$ cat src/rtl/pdm_mic_rx_pkg.sv
// Shared audio constants and the ones-count to PCM scaling helper.
package pdm_mic_rx_pkg;

    localparam int PCM_W     = 8;
    localparam int ACC_MAX_W = 13;

    // A full window of ones (count == 2^decim_log2) saturates to full scale.
    function automatic logic [PCM_W-1:0] pcm_scale(input logic [ACC_MAX_W-1:0] ones,
                                                   input int                   decim_log2);
        logic [ACC_MAX_W-1:0] shifted;
        if (ones >= (ACC_MAX_W'(1) << decim_log2)) begin
            return '1;
        end
        shifted = ones >> (decim_log2 - PCM_W);
        return shifted[PCM_W-1:0];
    endfunction

endpackage

$ cat src/rtl/pdm_clk_gen.sv
// PDM bit clock generator: divides clk into mclk and flags each mclk rising edge.
module pdm_clk_gen #(
    parameter int CLK_DIV = 25
) (
    input  logic clk,
    input  logic reset,
    input  logic en,
    output logic mclk,
    output logic rise_evt
);

    localparam logic [7:0] TERM_CNT = 8'(CLK_DIV - 1);

    logic [7:0] div_cnt;

    always_ff @(posedge clk or negedge reset) begin
        if (!reset) begin
            div_cnt  <= '0;
            mclk     <= 1'b0;
            rise_evt <= 1'b0;
        end else if (!en) begin
            div_cnt  <= '0;
            mclk     <= 1'b0;
            rise_evt <= 1'b0;
        end else if (div_cnt == TERM_CNT) begin
            div_cnt  <= '0;
            mclk     <= ~mclk;
            // Registered alongside mclk so the pulse lines up with the 0->1 edge.
            rise_evt <= ~mclk;
        end else begin
            div_cnt  <= div_cnt + 8'd1;
            rise_evt <= 1'b0;
        end
    end

endmodule

$ cat src/rtl/pdm_mic_rx.sv
// PDM microphone receiver: boxcar decimation of micData to 8-bit PCM with a one-entry output buffer.
module pdm_mic_rx
    import pdm_mic_rx_pkg::*;
#(
    parameter int CLK_DIV    = 25,
    parameter int DECIM_LOG2 = 8
) (
    input  logic             clk,
    input  logic             reset,
    input  logic             en,
    output logic             mclk,
    input  logic             micData,
    output logic [PCM_W-1:0] dout,
    output logic             dout_valid,
    input  logic             dout_ready,
    output logic             overrun,
    input  logic             clr_overrun
);

    localparam int ACC_W = DECIM_LOG2 + 1;

    logic [1:0]            sync_q;
    logic                  rise_evt;
    logic [DECIM_LOG2-1:0] bit_cnt;
    logic [ACC_W-1:0]      acc;
    logic [ACC_W-1:0]      acc_sum;
    logic                  win_end;
    logic [PCM_W-1:0]      result;

    pdm_clk_gen #(
        .CLK_DIV (CLK_DIV)
    ) u_clk_gen (
        .clk      (clk),
        .reset    (reset),
        .en       (en),
        .mclk     (mclk),
        .rise_evt (rise_evt)
    );

    always_ff @(posedge clk or negedge reset) begin
        if (!reset) begin
            sync_q <= '0;
        end else begin
            sync_q <= {sync_q[0], micData};
        end
    end

    assign acc_sum = acc + ACC_W'(sync_q[1]);
    assign win_end = en && rise_evt && (bit_cnt == '1);
    assign result  = pcm_scale(ACC_MAX_W'(acc_sum), DECIM_LOG2);

    always_ff @(posedge clk or negedge reset) begin
        if (!reset) begin
            acc     <= '0;
            bit_cnt <= '0;
        end else if (!en) begin
            acc     <= '0;
            bit_cnt <= '0;
        end else if (rise_evt) begin
            // The final bit is folded into result, so the next window starts empty.
            if (win_end) begin
                acc     <= '0;
                bit_cnt <= '0;
            end else begin
                acc     <= acc_sum;
                bit_cnt <= bit_cnt + 1'b1;
            end
        end
    end

    always_ff @(posedge clk or negedge reset) begin
        if (!reset) begin
            dout       <= '0;
            dout_valid <= 1'b0;
        end else if (win_end) begin
            dout       <= result;
            dout_valid <= 1'b1;
        end else if (dout_valid && dout_ready) begin
            dout_valid <= 1'b0;
        end
    end

    always_ff @(posedge clk or negedge reset) begin
        if (!reset) begin
            overrun <= 1'b0;
        end else if (win_end && dout_valid && !dout_ready) begin
            overrun <= 1'b1;
        end else if (clr_overrun) begin
            overrun <= 1'b0;
        end
    end

endmodule
$ cat config.mk
export PLATFORM = sky130hd
export DESIGN_NAME = pdm_mic_rx
export DESIGN_NICKNAME = d
export VERILOG_FILES = /design/src/rtl/pdm_mic_rx_pkg.sv /design/src/rtl/pdm_clk_gen.sv /design/src/rtl/pdm_mic_rx.sv
export SDC_FILE = /design/constraint.sdc
export NUM_CORES = 1
export LEC_CHECK = 0
export ABC_AREA = 1
export CELL_PAD_IN_SITES_DETAIL_PLACEMENT = 0
export CELL_PAD_IN_SITES_GLOBAL_PLACEMENT = 1
export CORE_UTILIZATION = 48
export CTS_BUF_LIST = sky130_fd_sc_hd__clkbuf_4
export DETAILED_ROUTE_END_ITERATION = 7
export GPL_TIMING_DRIVEN = 0
export PLACE_DENSITY_LB_ADDON = 0.15
export SLEW_MARGIN = 5
export SYNTH_ARGS = -nofsm -noshare
export SYNTH_HDL_FRONTEND = slang
export SYNTH_HIERARCHICAL = 1
export SYNTH_SLANG_ARGS = --single-unit
export TNS_END_PERCENT = 50
$ cat constraint.sdc
create_clock -name clk -period 5 [get_ports clk]
set_clock_uncertainty 0.2 [all_clocks]
set_input_delay 0.75 -clock clk [delete_from_list [all_inputs] [get_ports clk]]
set_output_delay 0.75 -clock clk [all_outputs]
set_load 0.005 [all_outputs]
Word level (Yosys, flattened, before mapping). Index checks and enable logic that the tools add are counted.

Bits in registers: 39. Input bits: 6. Word-level logic and storage cells: 45.

Eq/ne operators: 4. Multiplexer cells: 19. Magnitude comparators: 1. Reduce and logical (&&, ||, !) cells: 8. Bitwise logic cells: 1. Add/subtract/negate cells: 3.

Operators by type and width (count): $mux 8 (7); $mux 9 (3); $add 8x1->8 const B (2); $add 9x1->9 (1); $ge 9x9->1 const B (1); $mux 1 (9); $eq 8x5->1 const B (1); $eq 8x8->1 const B (1); $logic_and 1x1->1 (5); $ne 2x1->1 const B (2); $reduce_bool 2->1 (2); $logic_not 1->1 (1); $not 1->1 (1).

Depth between registers and ports, before layout.
Word-level depth: 5. Mapped depth: 10. Mapped depth without buffers: 10.

Hierarchy. Netlist, hierarchy kept.

By module, submodules not included: pdm_mic_rx (seq. area each 725.7 µm², cells an instance 169, area an instance 1416.4 µm², times used 1); pdm_clk_gen (seq. area each 250.2 µm², cells an instance 63, area an instance 513.0 µm², times used 1).

Worst setup path before layout. Ideal clock, no wire load.

Kind: input -> register. From: in en. To: reg acc[3]. Path slack: 3326 ps. Arrival: 1391 ps. Data required time: 4716 ps. Library setup time: 84 ps. Cell stages on the path: 4. Path buffers: 0. Cell sequence: inv_1 nor2_2 clkinv_1 o22ai_1.

Cells in the longest elaborated chain, start to end: 5. Elaborated cells on any way between the ends: 6. Those cells by class: 1 x eq/ne; 3 x mux; 2 x reduce/logical.

Ends and longest elaborated chain: from (decl) (line pdm_mic_rx.sv:10) `input logic en,`; $logic_and 1x1->1 (2 in a row) (line pdm_mic_rx.sv:49) `assign win_end = en && rise_evt && (bit_cnt == '1);`; $mux 9 (line pdm_mic_rx.sv:61) `if (win_end) begin`; $mux 9 (line pdm_mic_rx.sv:59) `end else if (rise_evt) begin`; $mux 9 (line pdm_mic_rx.sv:56) `end else if (!en) begin`; to (signal assigned) (line pdm_mic_rx.sv:65) `acc <= acc_sum;`; to (decl) (line pdm_mic_rx.sv:25) `logic [ACC_W-1:0] acc;`.

Parallel ways exist; a longest one is shown, timed or not. The select of a mux whose other input is x is not followed. A chain may end at the register's enable or synchronous reset.

Final worst setup path.
From: in en. To: reg acc[8].

The elaborated chain is that of the path after synthesis.

==> metrics.txt <==
Top Ports=17; Reg power frac=0.569; sequential area share after synthesis=0.506; RSZ-0062 raised after global routing=no; Cells after DPL=between 200 and 300; clock-pin transition on the worst setup and hold timing paths=between 0.1 and 0.15 ns; Ys Warns=6; DRC Markers=0; Die X=between 60 and 70 µm; Avg Vias per Cell=4.82; H-tree depth=2; Detailed Route Iter0 Violations=approximately 110; largest area contributor in the netlist=dfrtp_1; GP Congestion=0.803; max_cap viols=0; cell count after synthesis=232; Final Hold Fails=0; min Tclk post-route=between 2 and 2.5 ns; gr usage total=0.196; CP arrival=2.34 ns; worst slew margin relative to its limit=0.705; antenna diode count=0; CP Max Fanout=9; routed len/inst=11.5 µm; later-pin clock latency in the skew report=0.36 ns; worst slew pin tran=around 0.44 ns; ranking of synthesized cells by area=dfrtp_1 (51%), nand2_1 (16%), inv_1 (5.1%), nor2_1 (3.9%), ha_1 (3.2%); Die H=roughly 65 µm; power per cell area=250 nW/µm²; count leader, synth=nand2_1; CTS tree=done; total negative slack=0 ns; ys flop type=dfrtp_1; Max IR drop VDD=about 0.00016 V; layout cell share with drive strength beyond 1=0.109; CP Capture Type=register; syn avg cell area=8.32 µm²; Syn Nets=approximately 240; initial antenna violation count=0; Core ar.=~3800 µm²; Rows=22; clock network power share=0.389; Synth async-reset ratio=1.00; DRT Wirelength=between 3 and 4 mm; vias=around 1500; count of cell types in the netlist=22; CTS Hold Buffers Added=0; post-cts resize count=0; Max Fclk=445 MHz; Final Net Count=roughly 270; Overflow after GRT=0; crit path launch type=primary input; Post-DP HPWL=roughly 2.6 mm; outcome=finished clean; Static Leak=1.16 nW; critical path required time=5.09 ns; register bit count reported by yosys=39; Net Sw Power=0.131 mW; largest net degree at the start of global routing=23; EDFF count, synth=0; Setup-failing EPs final=0; commonest cells in the synthesized netlist=nand2_1 (81), dfrtp_1 (39), inv_1 (26); postcts setup bufs=0; combinational share of power=0.042; Cell Int Power=between 0.4 and 0.5 mW; die footprint=roughly 4300 µm²; drt first pass iters=4; ANT nets after route=0; Slew Viols, Final=0; area grow syn2layout=16.8%; Switching Share=0.233; Final period util=0.449; clk sink count=39; Clock Path Buffers=2; Initial Utilization=0.512; number of global-route vias before repair=1426; cts bufs inserted=5; cell area after synthesis=between 1500 and 2000 µm²; IO Port Bufs=16; Hold WC Path Type=primary input to async pin; first-pass GRT wire length=6.19 mm; final instance count without filler cells=305; top cell type's share of synthesized area=0.506; Worst Path Class, Setup=primary input to register; clk root buf=clkbuf_4
==> final timing paths <==
check | cells after the start | slack, ns | startpoint | to
max reg2reg | 9 | 3.19 | acc[0] | dout[0]
min | 1 | 0.10 | reset | acc[4]
max | 5 | 2.75 | en | acc[8]
min reg2reg | 0 | 0.16 | sync_q[0] | sync_q[1]
max in group asynchronous | 2 | 4.03 | reset | bit_cnt[0]
min in group clk | 0 | 0.16 | sync_q[0] | sync_q[1]
==> layout make-up <==
cell class	instances	area, µm²
fill	351	1520
sequential	39	976
multi-input combinational	165	843
timing repair buffer	17	183
inverter	28	110
tap	48	60.1
clock inverter	3	43.8
clock buffer	5	37.5
==> registers in the layout (all words and copies together), names as in the netlist <==
register and cells:
overrun 1, u_clk_gen/rise_evt 1, u_clk_gen/mclk 1, dout_valid 1, dout 8, u_clk_gen/div_cnt 8, bit_cnt 8, acc 9
sync_q 2
==> kinds of logic (layout without fill, tap and decap cells) <==
family	Yosys count	count (layout)	share of synthesized area
flip-flops	39	39	0.506
XOR/XNOR	9	9	0.0409
AND/OR/NAND/NOR	131	131	0.303
buffers and inverters	28	53	0.0571
AO/OA/AOI/OAI	20	20	0.0610
adder cells (fa/ha/maj)	5	5	0.0324
==> cell usage in the layout, fill, tap and decap left out, drive strengths merged <==
cell type / instances
a22o: 1
buf: 2
o21bai: 1
dfrtp: 39
clkbuf: 5
a21oi: 1
o21ai: 8
inv: 27
bufinv: 1
xor2: 7
nor3: 1
nand2: 88
o22ai: 9
clkdlybuf4s50: 15
xnor2: 2
nor2: 30
nand3: 12
ha: 5
clkinv: 3
==> critical path: stages <==
cell and delay [ns]:
clkdlybuf4s50_1 0.56, inv_1 0.07, nor2_2 0.34, clkinv_1 0.35, o22ai_1 0.26
==> layer usage <==
layer	GRT usage	wire length [µm]	vias up
met5	0	0	-
met4	0.0978	75	0
met3	0.0417	95	7
met2	0.312	1590	19
met1	0.252	1730	674
li1	-	-	770
==> metrics by stage <==
| stage | instance area [µm²] | total power, mW | utilization | hold WS, ns | setup WS (ns) |
|---|---|---|---|---|---|
| floorplan | 1930 | 0.336 | - | 0.131 | 3.33 |
| global placement | 2150 | 0.349 | 0.570 | 0.132 | 2.02 |
| CTS | 2250 | 0.570 | 0.598 | 0.107 | 2.77 |
| global route | 2250 | 0.587 | 0.598 | 0.116 | 2.64 |
| detailed placement | 2170 | 0.351 | 0.576 | 0.137 | 2.38 |
| finish | 2250 | 0.564 | 0.598 | 0.102 | 2.75 |
==> power groups by stage <==
stage	sequential, mW	combinational, mW	clock (mW)
floorplan	0.326	0.00936	0
global placement	0.327	0.0222	0
detailed placement	0.327	0.0246	0
CTS	0.321	0.0247	0.225
global route	0.321	0.0281	0.238
finish	0.321	0.0238	0.219
No activity file was read; power rests on OpenSTA's default activity.
